==> src/rtl/if_pkg.sv <==
// Purpose : shared fetch-stage types and the branch-target helper (also used by EX).
// Latency : n/a (types and pure functions only).
// Backpressure: n/a.
package if_pkg;

  localparam int INSTR_BYTES = 4;
  localparam int IF_ADDR_W   = 32;
  localparam int IF_INSTR_W  = 32;

  // Default-width view of one prefetch entry, for blocks built at 32/32.
  typedef struct packed {
    logic [IF_ADDR_W-1:0]  pc;
    logic [IF_INSTR_W-1:0] instr;
  } fetch_entry_t;

  // Sign-extend the low off_w bits of off to 64 bits.
  function automatic logic [63:0] sext_off(input logic [63:0] off, input int off_w);
    logic [63:0] sh;
    sh = off << (64 - off_w);
    return $signed(sh) >>> (64 - off_w);
  endfunction

  // target = pc + 4 + (sext(off) << 2), evaluated in 64 bits; the caller
  // truncates to its address width, so wrap-around is silent.
  function automatic logic [63:0] branch_target(input logic [63:0] pc,
                                                input logic [63:0] off,
                                                input int          off_w);
    return pc + 64'(INSTR_BYTES) + (sext_off(off, off_w) << 2);
  endfunction

endpackage

==> src/rtl/fetch_fifo.sv <==
// Purpose : prefetch queue with synchronous push/pop/clear and a count output.
// Latency : a push is visible at the head the cycle after it lands; no bypass.
// Backpressure: none internally; the caller must never push when full or pop when empty.
// Ports   : clk/rst (async active-low), i_push/i_push_dat, i_pop, i_clr (wins
//           over push/pop), o_head_dat, o_count (0..DEPTH), o_vld (count != 0).
module fetch_fifo #(
  parameter int WIDTH = 64,
  parameter int DEPTH = 4
) (
  input  logic                     clk,
  input  logic                     rst,
  input  logic                     i_push,
  input  logic [WIDTH-1:0]         i_push_dat,
  input  logic                     i_pop,
  input  logic                     i_clr,
  output logic [WIDTH-1:0]         o_head_dat,
  output logic [$clog2(DEPTH):0]   o_count,
  output logic                     o_vld
);

  localparam int AW = $clog2(DEPTH);
  localparam int CW = AW + 1;

  logic [WIDTH-1:0] r_mem [DEPTH];
  logic [AW-1:0]    r_wr_ptr;
  logic [AW-1:0]    r_rd_ptr;
  logic [CW-1:0]    r_count;

  always_ff @(posedge clk or negedge rst) begin
    if (!rst) begin
      r_wr_ptr <= '0;
      r_rd_ptr <= '0;
      r_count  <= '0;
    end else if (i_clr) begin
      r_wr_ptr <= '0;
      r_rd_ptr <= '0;
      r_count  <= '0;
    end else begin
      if (i_push) r_wr_ptr <= r_wr_ptr + 1'b1;
      if (i_pop)  r_rd_ptr <= r_rd_ptr + 1'b1;
      r_count <= r_count + CW'(i_push) - CW'(i_pop);
    end
  end

  // Storage needs no reset: entries are only observed while counted valid.
  always_ff @(posedge clk) begin
    if (i_push && !i_clr) r_mem[r_wr_ptr] <= i_push_dat;
  end

  assign o_head_dat = r_mem[r_rd_ptr];
  assign o_count    = r_count;
  assign o_vld      = (r_count != '0);

endmodule

==> src/rtl/if_stage_prefetch.sv <==
// Purpose : instruction fetch with a DEPTH-entry prefetch queue and branch redirect.
// Latency : fetch issued in cycle N is offered to ID in N+2; redirect at T shows target at T+3.
// Backpressure: out_ready low fills the queue; issue stops once count + inflight reaches DEPTH.
// Ports   : clk, rst (async active-low); imem_req/imem_addr/imem_rdata (1-cycle memory);
//           br_taken/br_pc/br_offset (redirect from EX); out_valid/out_ready/out_pc/out_instr (to ID).
module if_stage_prefetch
  import if_pkg::*;
#(
  parameter int               ADDR_W   = 32,
  parameter int               INSTR_W  = 32,
  parameter int               DEPTH    = 4,
  parameter int               OFF_W    = 16,
  parameter logic [ADDR_W-1:0] RESET_PC = '0
) (
  input  logic               clk,
  input  logic               rst,
  output logic               imem_req,
  output logic [ADDR_W-1:0]  imem_addr,
  input  logic [INSTR_W-1:0] imem_rdata,
  input  logic               br_taken,
  input  logic [ADDR_W-1:0]  br_pc,
  input  logic [OFF_W-1:0]   br_offset,
  output logic               out_valid,
  input  logic               out_ready,
  output logic [ADDR_W-1:0]  out_pc,
  output logic [INSTR_W-1:0] out_instr
);

  localparam int CW = $clog2(DEPTH) + 1;

  typedef struct packed {
    logic [ADDR_W-1:0]  pc;
    logic [INSTR_W-1:0] instr;
  } entry_t;

  logic [ADDR_W-1:0] r_fetch_pc;
  logic [ADDR_W-1:0] r_inflight_pc;
  logic              r_inflight;

  logic [ADDR_W-1:0] w_target;
  logic [CW-1:0]     w_count;
  logic              w_push;
  logic              w_pop;
  entry_t            w_push_dat;
  entry_t            w_head;

  assign w_target = ADDR_W'(branch_target(64'(br_pc), 64'(br_offset), OFF_W));

  // Reserving a slot for the in-flight word is what makes the push overflow-free.
  // rst gating keeps imem_req low for the whole reset window.
  assign imem_req  = rst && !br_taken && ((w_count + CW'(r_inflight)) < CW'(DEPTH));
  assign imem_addr = r_fetch_pc;

  always_ff @(posedge clk or negedge rst) begin
    if (!rst) begin
      r_fetch_pc    <= RESET_PC;
      r_inflight_pc <= RESET_PC;
      r_inflight    <= 1'b0;
    end else begin
      // imem_req is already low on a redirect, so the returning word is dropped.
      r_inflight <= imem_req;
      if (br_taken) begin
        r_fetch_pc <= w_target;
      end else if (imem_req) begin
        r_fetch_pc    <= r_fetch_pc + ADDR_W'(INSTR_BYTES);
        r_inflight_pc <= r_fetch_pc;
      end
    end
  end

  // A redirect voids both the return and the ID handshake in its cycle.
  assign w_push     = r_inflight && !br_taken;
  assign w_pop      = out_valid && out_ready && !br_taken;
  assign w_push_dat = '{pc: r_inflight_pc, instr: imem_rdata};

  fetch_fifo #(
    .WIDTH ($bits(entry_t)),
    .DEPTH (DEPTH)
  ) u_fifo (
    .clk        (clk),
    .rst        (rst),
    .i_push     (w_push),
    .i_push_dat (w_push_dat),
    .i_pop      (w_pop),
    .i_clr      (br_taken),
    .o_head_dat (w_head),
    .o_count    (w_count),
    .o_vld      (out_valid)
  );

  assign out_pc    = w_head.pc;
  assign out_instr = w_head.instr;

endmodule

==> config.mk <==
export PLATFORM = sky130hd
export DESIGN_NAME = if_stage_prefetch
export DESIGN_NICKNAME = d
export VERILOG_FILES = /design/src/rtl/if_pkg.sv /design/src/rtl/fetch_fifo.sv /design/src/rtl/if_stage_prefetch.sv
export SDC_FILE = /design/constraint.sdc
export NUM_CORES = 1
export LEC_CHECK = 0
export CELL_PAD_IN_SITES_DETAIL_PLACEMENT = 1
export CELL_PAD_IN_SITES_GLOBAL_PLACEMENT = 1
export CORE_ASPECT_RATIO = 1.75
export CORE_UTILIZATION = 42
export DETAILED_ROUTE_END_ITERATION = 6
export PLACE_DENSITY_LB_ADDON = 0.1
export REMOVE_ABC_BUFFERS = 1
export SKIP_LAST_GASP = 1
export SYNTH_ARGS = -nofsm -noshare
export SYNTH_HDL_FRONTEND = slang
export SYNTH_HIERARCHICAL = 1
export SYNTH_SLANG_ARGS = --single-unit
==> constraint.sdc <==
create_clock -name clk -period 2.65 [get_ports clk]
set_clock_uncertainty 0.15 [all_clocks]
set_input_delay 0.53 -clock clk [delete_from_list [all_inputs] [get_ports clk]]
set_output_delay 0.53 -clock clk [all_outputs]
set_load 0.05 [all_outputs]
==> Implementation_results.wiki, run 1 <==
{| class="wikitable"
! Metric !! Value
|-
| Layout area overhead || 36.1%
|-
| Clock-pin slew on the worst setup and hold paths || 0.07 ns
|-
| Clock Tree Buf Depth || 3
|-
| Leading cell type in the layout, fill and taps excluded || sky130_fd_sc_hd__edfxtp_1
|-
| Status || complete, but fails checks
|-
| Post-Syn Instances || 932
|-
| Post-route antenna net violation count || 0
|-
| Highest fanout seen on the critical path || 16
|-
| Worst setup slack for register-to-register paths || 0.09 ns
|-
| Worst Path Required || 1.97 ns
|-
| Worst setup SP type || flip-flop
|-
| Most used cells in the layout excluding fill and tap cells || sky130_fd_sc_hd__edfxtp_1 (256), sky130_fd_sc_hd__buf_4 (162), sky130_fd_sc_hd__nand2_1 (134)
|-
| Count of port buffers added during placement || 181
|-
| Maximum VDD drop || 0.000417 V
|-
| Clock insertion delay at the later pin of the skew report || 0.54 ns
|-
| Reg2Reg Capture Point || imem_addr[31]
|-
| Routed wire per std cell || 20.7 µm
|-
| Final Net Count || 1417
|-
| Starting density of the core || 42.7%
|-
| Fin crit share || 106%
|-
| Cell depth of the worst hold path || 4
|-
| Pre-CTS worst setup slack || -1.29 ns
|-
| Min Clock Period, post-route || 2.80 ns
|-
| Fmax || 357 MHz
|-
| ANT cells || 0
|-
| Synthesized area || 14500 µm²
|-
| Count of state elements after synthesis || 328
|-
| Fraction of met3 tracks used by global routing || 2.80%
|-
| Hold Crit Endpoint || imem_addr[2]
|-
| Die Footprint || 35200 µm²
|-
| Iteration count of the initial detailed-routing pass || 4
|-
| Met2 GRT Util || 41.0%
|-
| Vias || 9004
|-
| Final Hold Violating Endpoints || 0
|-
| Critical path arrival || 2.12 ns
|-
| Worst setup path category || flip-flop to output pin
|-
| Site row count || 89
|-
| Worst path setup slack after routing || -0.152 ns
|-
| Family with the most delay on the worst path || multiplexers
|-
| DR vias/cell || 5.17
|-
| Number of antenna violations at the first check in global routing || 0
|-
| Final Setup Violations || 67
|-
| CTS sink cnt || 328
|-
| Fill cell count || 3265
|-
| Max-cap violation count || 0
|-
| Area of the core || 33900 µm²
|-
| Cells along the critical path || buf_12 -> buf_16 -> mux4_2 -> buf_4
|-
| Global-route wire length before repair || 55900 µm
|-
| Relative slew margins || 44.0%
|-
| Number of cell instances on the worst register-to-register path || 9
|-
| Placed instance count || 1661
|-
| Hold Crit Start || br_pc[2]
|-
| Dominant combinational cell family by area after synthesis || multiplexers
|-
| Standard cell area after detailed placement || 17600 µm²
|-
| Die boundary height || 248 µm
|-
| Count of flip-flops with a built-in enable after synthesis || 256
|-
| Gr ovfl total || 0
|-
| TritonCTS clock tree || done
|-
| CTS Root Cell || sky130_fd_sc_hd__clkbuf_16
|-
| Clock buffer count from CTS || 28
|-
| CTS H-tree lvls || 1
|-
| Total track usage || 21.0%
|-
| Compound-cell area share of the yosys netlist || 5.08%
|-
| Combined flip-flop and latch cell area || 9500 µm²
|-
| Multiplexer share of the synthesized area || 10.3%
|-
| Cell area power density || 791 nW/µm²
|-
| Syn_area_per_cell || 15.5 µm²
|-
| Bufs and invs on worst path || 3
|-
| Pin count of the biggest net entering global routing || 62
|-
| Drt total wl || 36000 µm
|-
| Placer Congestion || 0.813
|-
| XOR/XNOR Fraction of Synth Area || 3.30%
|-
| 1st-iter DRT viols || 307
|-
| Violated checks || setup timing
|-
| Fraction of the mapped netlist area in simple logic gates || 7.96%
|-
| Setup repair after global routing missed its margin || true
|-
| P_leak || 7.45 nW
|-
| Number of warnings reported in the yosys synthesis log || 6
|-
| Sequential element share of the synthesized area || 65.6%
|-
| Proportion of register bits with asynchronous set or reset after synthesis || 22.0%
|-
| Max Slew Vio Count || 0
|-
| Type of element capturing the critical path || output pin
|-
| Number of non-filler instances in the completed layout || 1743
|-
| Horizontal die dimension || 142 µm
|-
| Synthesized-area fraction occupied by adder cells || 5.81%
|-
| Boundary Pins || 182
|-
| Final std cell area, no fill || 19700 µm²
|-
| Hold WC Path Type || input pin to flip-flop
|-
| Highest-delay cell along the critical path || sky130_fd_sc_hd__mux4_2
|-
| Final hold slack || 0.195 ns
|-
| Area used by multi-input combinational logic || 5220 µm²
|-
| Largest stage delay on the critical path || 0.58 ns
|-
| Final HPWL DP || 23800 µm
|-
| GRT met1 Usage || 22.8%
|-
| Distinct cell type count after synthesis || 66
|-
| Number of global-route vias before repair || 10100
|-
| Share of layout cells above drive strength 1 || 33.3%
|-
| Highest-utilization routing layer at the global route stage || met2
|-
| Main flop type after synthesis || sky130_fd_sc_hd__edfxtp_1
|-
| Number of DRC violations after detailed routing || 0
|-
| Measured slew at the worst slew-check pin || 0.840 ns
|-
| Start of the worst register-to-register path || imem_addr[6]
|}
## where the power goes
part	internal, mW	switching, mW
sequential	6.20	0.470
combinational	1.99	2.50
clock	2.59	1.82
total	10.8	4.79
## cell type report
type | count | area share [%]
clock buffers | 37 | 4.20
clock inverters | 14 | 0.909
inverters | 17 | 0.337
multi-input cells | 554 | 26.5
flip-flops and latches | 328 | 48.2
well taps | 455 | 2.89
repair buffers | 338 | 16.9
## worst max-delay path by stage
| stage | start | end | slack [ns] | cells after the start |
|---|---|---|---|---|
| 2_1_floorplan | u_fifo/r_rd_ptr[0] | out_instr[0] | -1.46 | 1 |
| 3_3_place_gp | br_pc[3] | imem_addr[25] | -1.18 | 12 |
| 3_5_place_dp | br_pc[3] | imem_addr[25] | -1.29 | 12 |
| 4_1_cts | u_fifo/r_rd_ptr[0] | out_pc[22] | -0.19 | 4 |
| 5_1_grt | u_fifo/r_rd_ptr[0] | out_pc[22] | -0.20 | 4 |
| 6_report | u_fifo/r_rd_ptr[0] | out_pc[22] | -0.15 | 4 |
## tightest hold or removal path, delay by kind of cell
kind | cells | cell delay (ns)
buffers and inverters | 2 | 0.14
AOI/OAI and AO/OA | 1 | 0.05
adders and majority gates | 1 | 0.12
## per-layer routing
metal  share of wire, %  wire (µm)
met1                 37      13400
met2                 56      20200
met3                3.6       1290
met4                3.2       1150
met5                  0          0
## cells by family (layout without fill, tap and decap cells)
logic type / Yosys count / after routing
AOI/OAI and AO/OA: 117 / 117
xor gates and xnor gates: 53 / 53
adders and majority gates: 66 / 66
buffers and inverters: 50 / 406
DFF: 328 / 328
muxes: 69 / 69
and+or+nand+nor: 249 / 249
## sequential cells by signal, summed over array words and instances, names as in the netlist
signal / cells
u_fifo/o_count: 3
r_inflight_pc: 32
u_fifo/r_wr_ptr: 2
u_fifo/r_rd_ptr: 2
u_fifo/r_mem: 256
r_inflight: 1
imem_addr: 32
## per-stage QoR
step / TNS (ns) / util, % / total power [mW]
detailed placement: -19.36 / 52.0 / 10.7
global placement: -18.37 / 52.0 / 10.6
global route: -11.04 / 58.2 / 16.3
floorplan: -233.42 / - / 9.10
finish: -7.02 / 58.2 / 15.6
CTS: -9.66 / 57.6 / 15.7
## synth_stat cells, types with 4 or more instances
cell	instances	share of area [%]
sky130_fd_sc_hd__edfxtp_1	256	53
sky130_fd_sc_hd__nand2_1	136	3.5
sky130_fd_sc_hd__dfrtp_1	72	12
sky130_fd_sc_hd__ha_1	64	5.5
sky130_fd_sc_hd__mux4_2	64	10
sky130_fd_sc_hd__a21oi_1	37	1.3
sky130_fd_sc_hd__nor2_1	34	0.88
sky130_fd_sc_hd__xnor2_1	33	2.0
sky130_fd_sc_hd__o21ai_0	28	0.97
sky130_fd_sc_hd__xor2_1	19	1.2
sky130_fd_sc_hd__clkbuf_1	17	0.44
sky130_fd_sc_hd__inv_1	17	0.44
sky130_fd_sc_hd__nand3_1	15	0.52
sky130_fd_sc_hd__a21o_1	12	0.62
sky130_fd_sc_hd__nand4_1	11	0.48
sky130_fd_sc_hd__and2_1	7	0.30
sky130_fd_sc_hd__and3_1	7	0.30
sky130_fd_sc_hd__nor3_1	7	0.24
sky130_fd_sc_hd__nand2b_1	6	0.26
sky130_fd_sc_hd__a211oi_1	5	0.26
sky130_fd_sc_hd__buf_2	5	0.17
sky130_fd_sc_hd__o31ai_1	5	0.26
sky130_fd_sc_hd__nor4_1	4	0.17
sky130_fd_sc_hd__o211ai_1	4	0.21
## what timing repair did
action / 4_1_cts / 5_1_grt
resized for setup: 139 / 45
pin swaps: 45 / 30
setup endpoints to repair: 86 / 78
hold endpoints to repair: 11 / 0
buffers inserted: 22 / 8
hold buffers: 1 / 0
cloned: 5 / 0
No activity file was read; power rests on OpenSTA's default activity.
==> run 2: changes to the inputs <==
Settings changed: CORE_MARGIN from default to 3, CORE_UTILIZATION 42 to 47.
Clock period 2.65 ns to 3.1 ns, I/O delays scaled along.
==> run 2 against run 1 <==
  * The flow now finishes without violations
  * Highest routed layer unchanged
  * Critical path type is now input pin to flip-flop
  * Sequential power is 14% lower
  * Die area decreased by 6.3%
  * Core utilization increased by 3.2 points
  * Worst hold slack better by 0.043 ns
  * Cell count down 7.1%
==> Implementation_results.wiki, run 2 (synthesis gave the netlist of run 1 again) <==
{| class="wikitable"
! Metric !! Value
|-
| Worst path setup slack after routing || 0.0701 ns
|-
| Final Hold Violating Endpoints || 0
|-
| Leading cell type in the layout, fill and taps excluded || sky130_fd_sc_hd__edfxtp_1
|-
| Register with the most flip-flops || u_fifo/r_mem
|-
| DR vias/cell || 5.44
|-
| CTS sink cnt || 328
|-
| P_leak || 7.01 nW
|-
| Maximum VDD drop || 0.000521 V
|-
| Fin crit share || 97.7%
|-
| Post-route antenna net violation count || 0
|-
| Share of layout cells above drive strength 1 || 26.2%
|-
| Vias || 8815
|-
| Highest fanout seen on the critical path || 3
|-
| Hold WC Path Type || input pin to flip-flop
|-
| 1st-iter DRT viols || 408
|-
| Global-route wire length before repair || 53400 µm
|-
| Number of non-filler instances in the completed layout || 1620
|-
| Flip-flop count of the largest register after layout || 256
|-
| Number of antenna violations at the first check in global routing || 0
|-
| Area of the core || 30200 µm²
|-
| CTS Root Cell || sky130_fd_sc_hd__clkbuf_16
|-
| Min Clock Period, post-route || 3.03 ns
|-
| Critical path arrival || 3.32 ns
|-
| Final std cell area, no fill || 18500 µm²
|-
| Clock buffer count from CTS || 28
|-
| Layout area overhead || 27.9%
|-
| Fill cell count || 2833
|-
| Standard cell area after detailed placement || 17300 µm²
|-
| Cell area power density || 673 nW/µm²
|-
| Type of element capturing the critical path || flip-flop
|-
| Highest-delay cell along the critical path || sky130_fd_sc_hd__clkdlybuf4s50_1
|-
| Measured slew at the worst slew-check pin || 0.782 ns
|-
| TritonCTS clock tree || done
|-
| Boundary Pins || 182
|-
| Clock insertion delay at the later pin of the skew report || 0.55 ns
|-
| Final hold slack || 0.238 ns
|-
| Count of port buffers added during placement || 181
|-
| Number of global-route vias before repair || 9694
|-
| Max Slew Vio Count || 0
|-
| Area used by multi-input combinational logic || 4990 µm²
|-
| CTS H-tree lvls || 1
|-
| Most used cells in the layout excluding fill and tap cells || sky130_fd_sc_hd__edfxtp_1 (256), sky130_fd_sc_hd__buf_4 (152), sky130_fd_sc_hd__nand2_1 (135)
|-
| Total track usage || 20.5%
|-
| Max-cap violation count || 0
|-
| Worst Path Required || 3.39 ns
|-
| Cells along the critical path || clkdlybuf4s50_1 -> ha_4 -> ha_4 -> a211oi_4 -> o311a_4 -> o31a_1 -> a21oi_4 -> o211ai_1 -> buf_4 -> a21oi_4 -> nor4b_2 -> a311oi_1
|-
| Worst setup path category || input pin to flip-flop
|-
| Final HPWL DP || 23200 µm
|-
| ANT cells || 0
|-
| Placed instance count || 1560
|-
| Pre-CTS worst setup slack || -0.877 ns
|-
| Final Net Count || 1361
|-
| Clock Tree Buf Depth || 3
|-
| Pin count of the biggest net entering global routing || 66
|-
| Iteration count of the initial detailed-routing pass || 4
|-
| Die Footprint || 33000 µm²
|-
| Gr ovfl total || 0
|-
| Routed wire per std cell || 21.1 µm
|-
| Worst setup SP type || input pin
|-
| Final Setup Violations || 0
|-
| Total power || 12.4 mW
|-
| Relative slew margins || 47.9%
|-
| Horizontal die dimension || 139 µm
|-
| Worst setup slack for register-to-register paths || 0.36 ns
|-
| Status || completed
|-
| Drt total wl || 34200 µm
|-
| Starting density of the core || 48.0%
|-
| Summed negative setup slack over all endpoints || 0 ns
|-
| Die boundary height || 238 µm
|-
| Combined flip-flop and latch cell area || 9490 µm²
|-
| Placer Congestion || 0.821
|-
| Largest stage delay on the critical path || 0.50 ns
|-
| Clock-pin slew on the worst setup and hold paths || 0.07 ns
|-
| Final core occ || 61.3%
|-
| Fmax || 330 MHz
|-
| Number of DRC violations after detailed routing || 0
|-
| Site row count || 84
|}
run 2: changes by cell type in the layout (fill, tap and decap cells not counted), moves of 6 or more:
cell	previous run	this run
sky130_fd_sc_hd__buf_4	162	152
sky130_fd_sc_hd__buf_16	6	0
sky130_fd_sc_hd__ha_1	40	50
sky130_fd_sc_hd__buf_6	32	0
sky130_fd_sc_hd__buf_8	6	0
sky130_fd_sc_hd__ha_4	23	13
sky130_fd_sc_hd__dlymetal6s2s_1	3	9
sky130_fd_sc_hd__a21oi_2	11	3
sky130_fd_sc_hd__buf_12	20	13
sky130_fd_sc_hd__a21oi_1	24	31
sky130_fd_sc_hd__clkdlybuf4s50_1	91	100
run 2: final timing paths:
path / from / end / cells past startpoint
worst max-delay path: br_pc[5] / imem_addr[29] / 12
worst max register to register: imem_addr[10] / imem_addr[30] / 8
max in group asynchronous: rst / u_fifo/r_rd_ptr[0] / 4
worst min register to register: r_inflight_pc[21] / u_fifo/r_mem[1][53] / 0
min in group asynchronous: rst / imem_addr[5] / 3
worst min-delay path: br_taken / u_fifo/r_wr_ptr[0] / 2
run 2: where the power goes:
group / internal, mW / switching [mW] / total (mW)
clock: 1.88 / 1.52 / 3.40
combinational: 1.35 / 1.96 / 3.30
sequential: 5.30 / 0.444 / 5.75
run 2: what timing repair did:
| item | 4_1_cts | 5_1_grt |
|---|---|---|
| pin swaps | 15 | 17 |
| buffers inserted | 4 | 3 |
| gates resized for setup | 27 | 27 |
| hold endpoints to repair | 16 | 0 |
| endpoints found under the setup margin | 9 | 9 |
| hold buffers | 1 | 0 |
run 2: area by class of cell:
| class | instances | share of cell area (%) |
|---|---|---|
| clock inverters | 14 | 0.554 |
| clock buffers | 38 | 4.27 |
| multi-input cells | 554 | 26.9 |
| repair buffers | 282 | 14.0 |
| flip-flops and latches | 328 | 51.3 |
| inverters | 17 | 0.345 |
| well taps | 387 | 2.62 |
run 2: worst max-delay path: cells and delay by family:
family | cells | cell delay (ns)
AOI/OAI and AO/OA | 7 | 1.46
and+or+nand+nor | 1 | 0.06
adders and majority gates | 2 | 0.50
buffers and inverters | 2 | 0.67
run 2: routing by layer:
metal | global-route usage [%] | wire [µm] | share of wire (%)
met1 | 23.8 | 13000 | 38
met2 | 38.9 | 18900 | 55
met3 | 3.01 | 1380 | 4.0
met4 | 6.47 | 971 | 2.8
met5 | 0 | 0 | 0
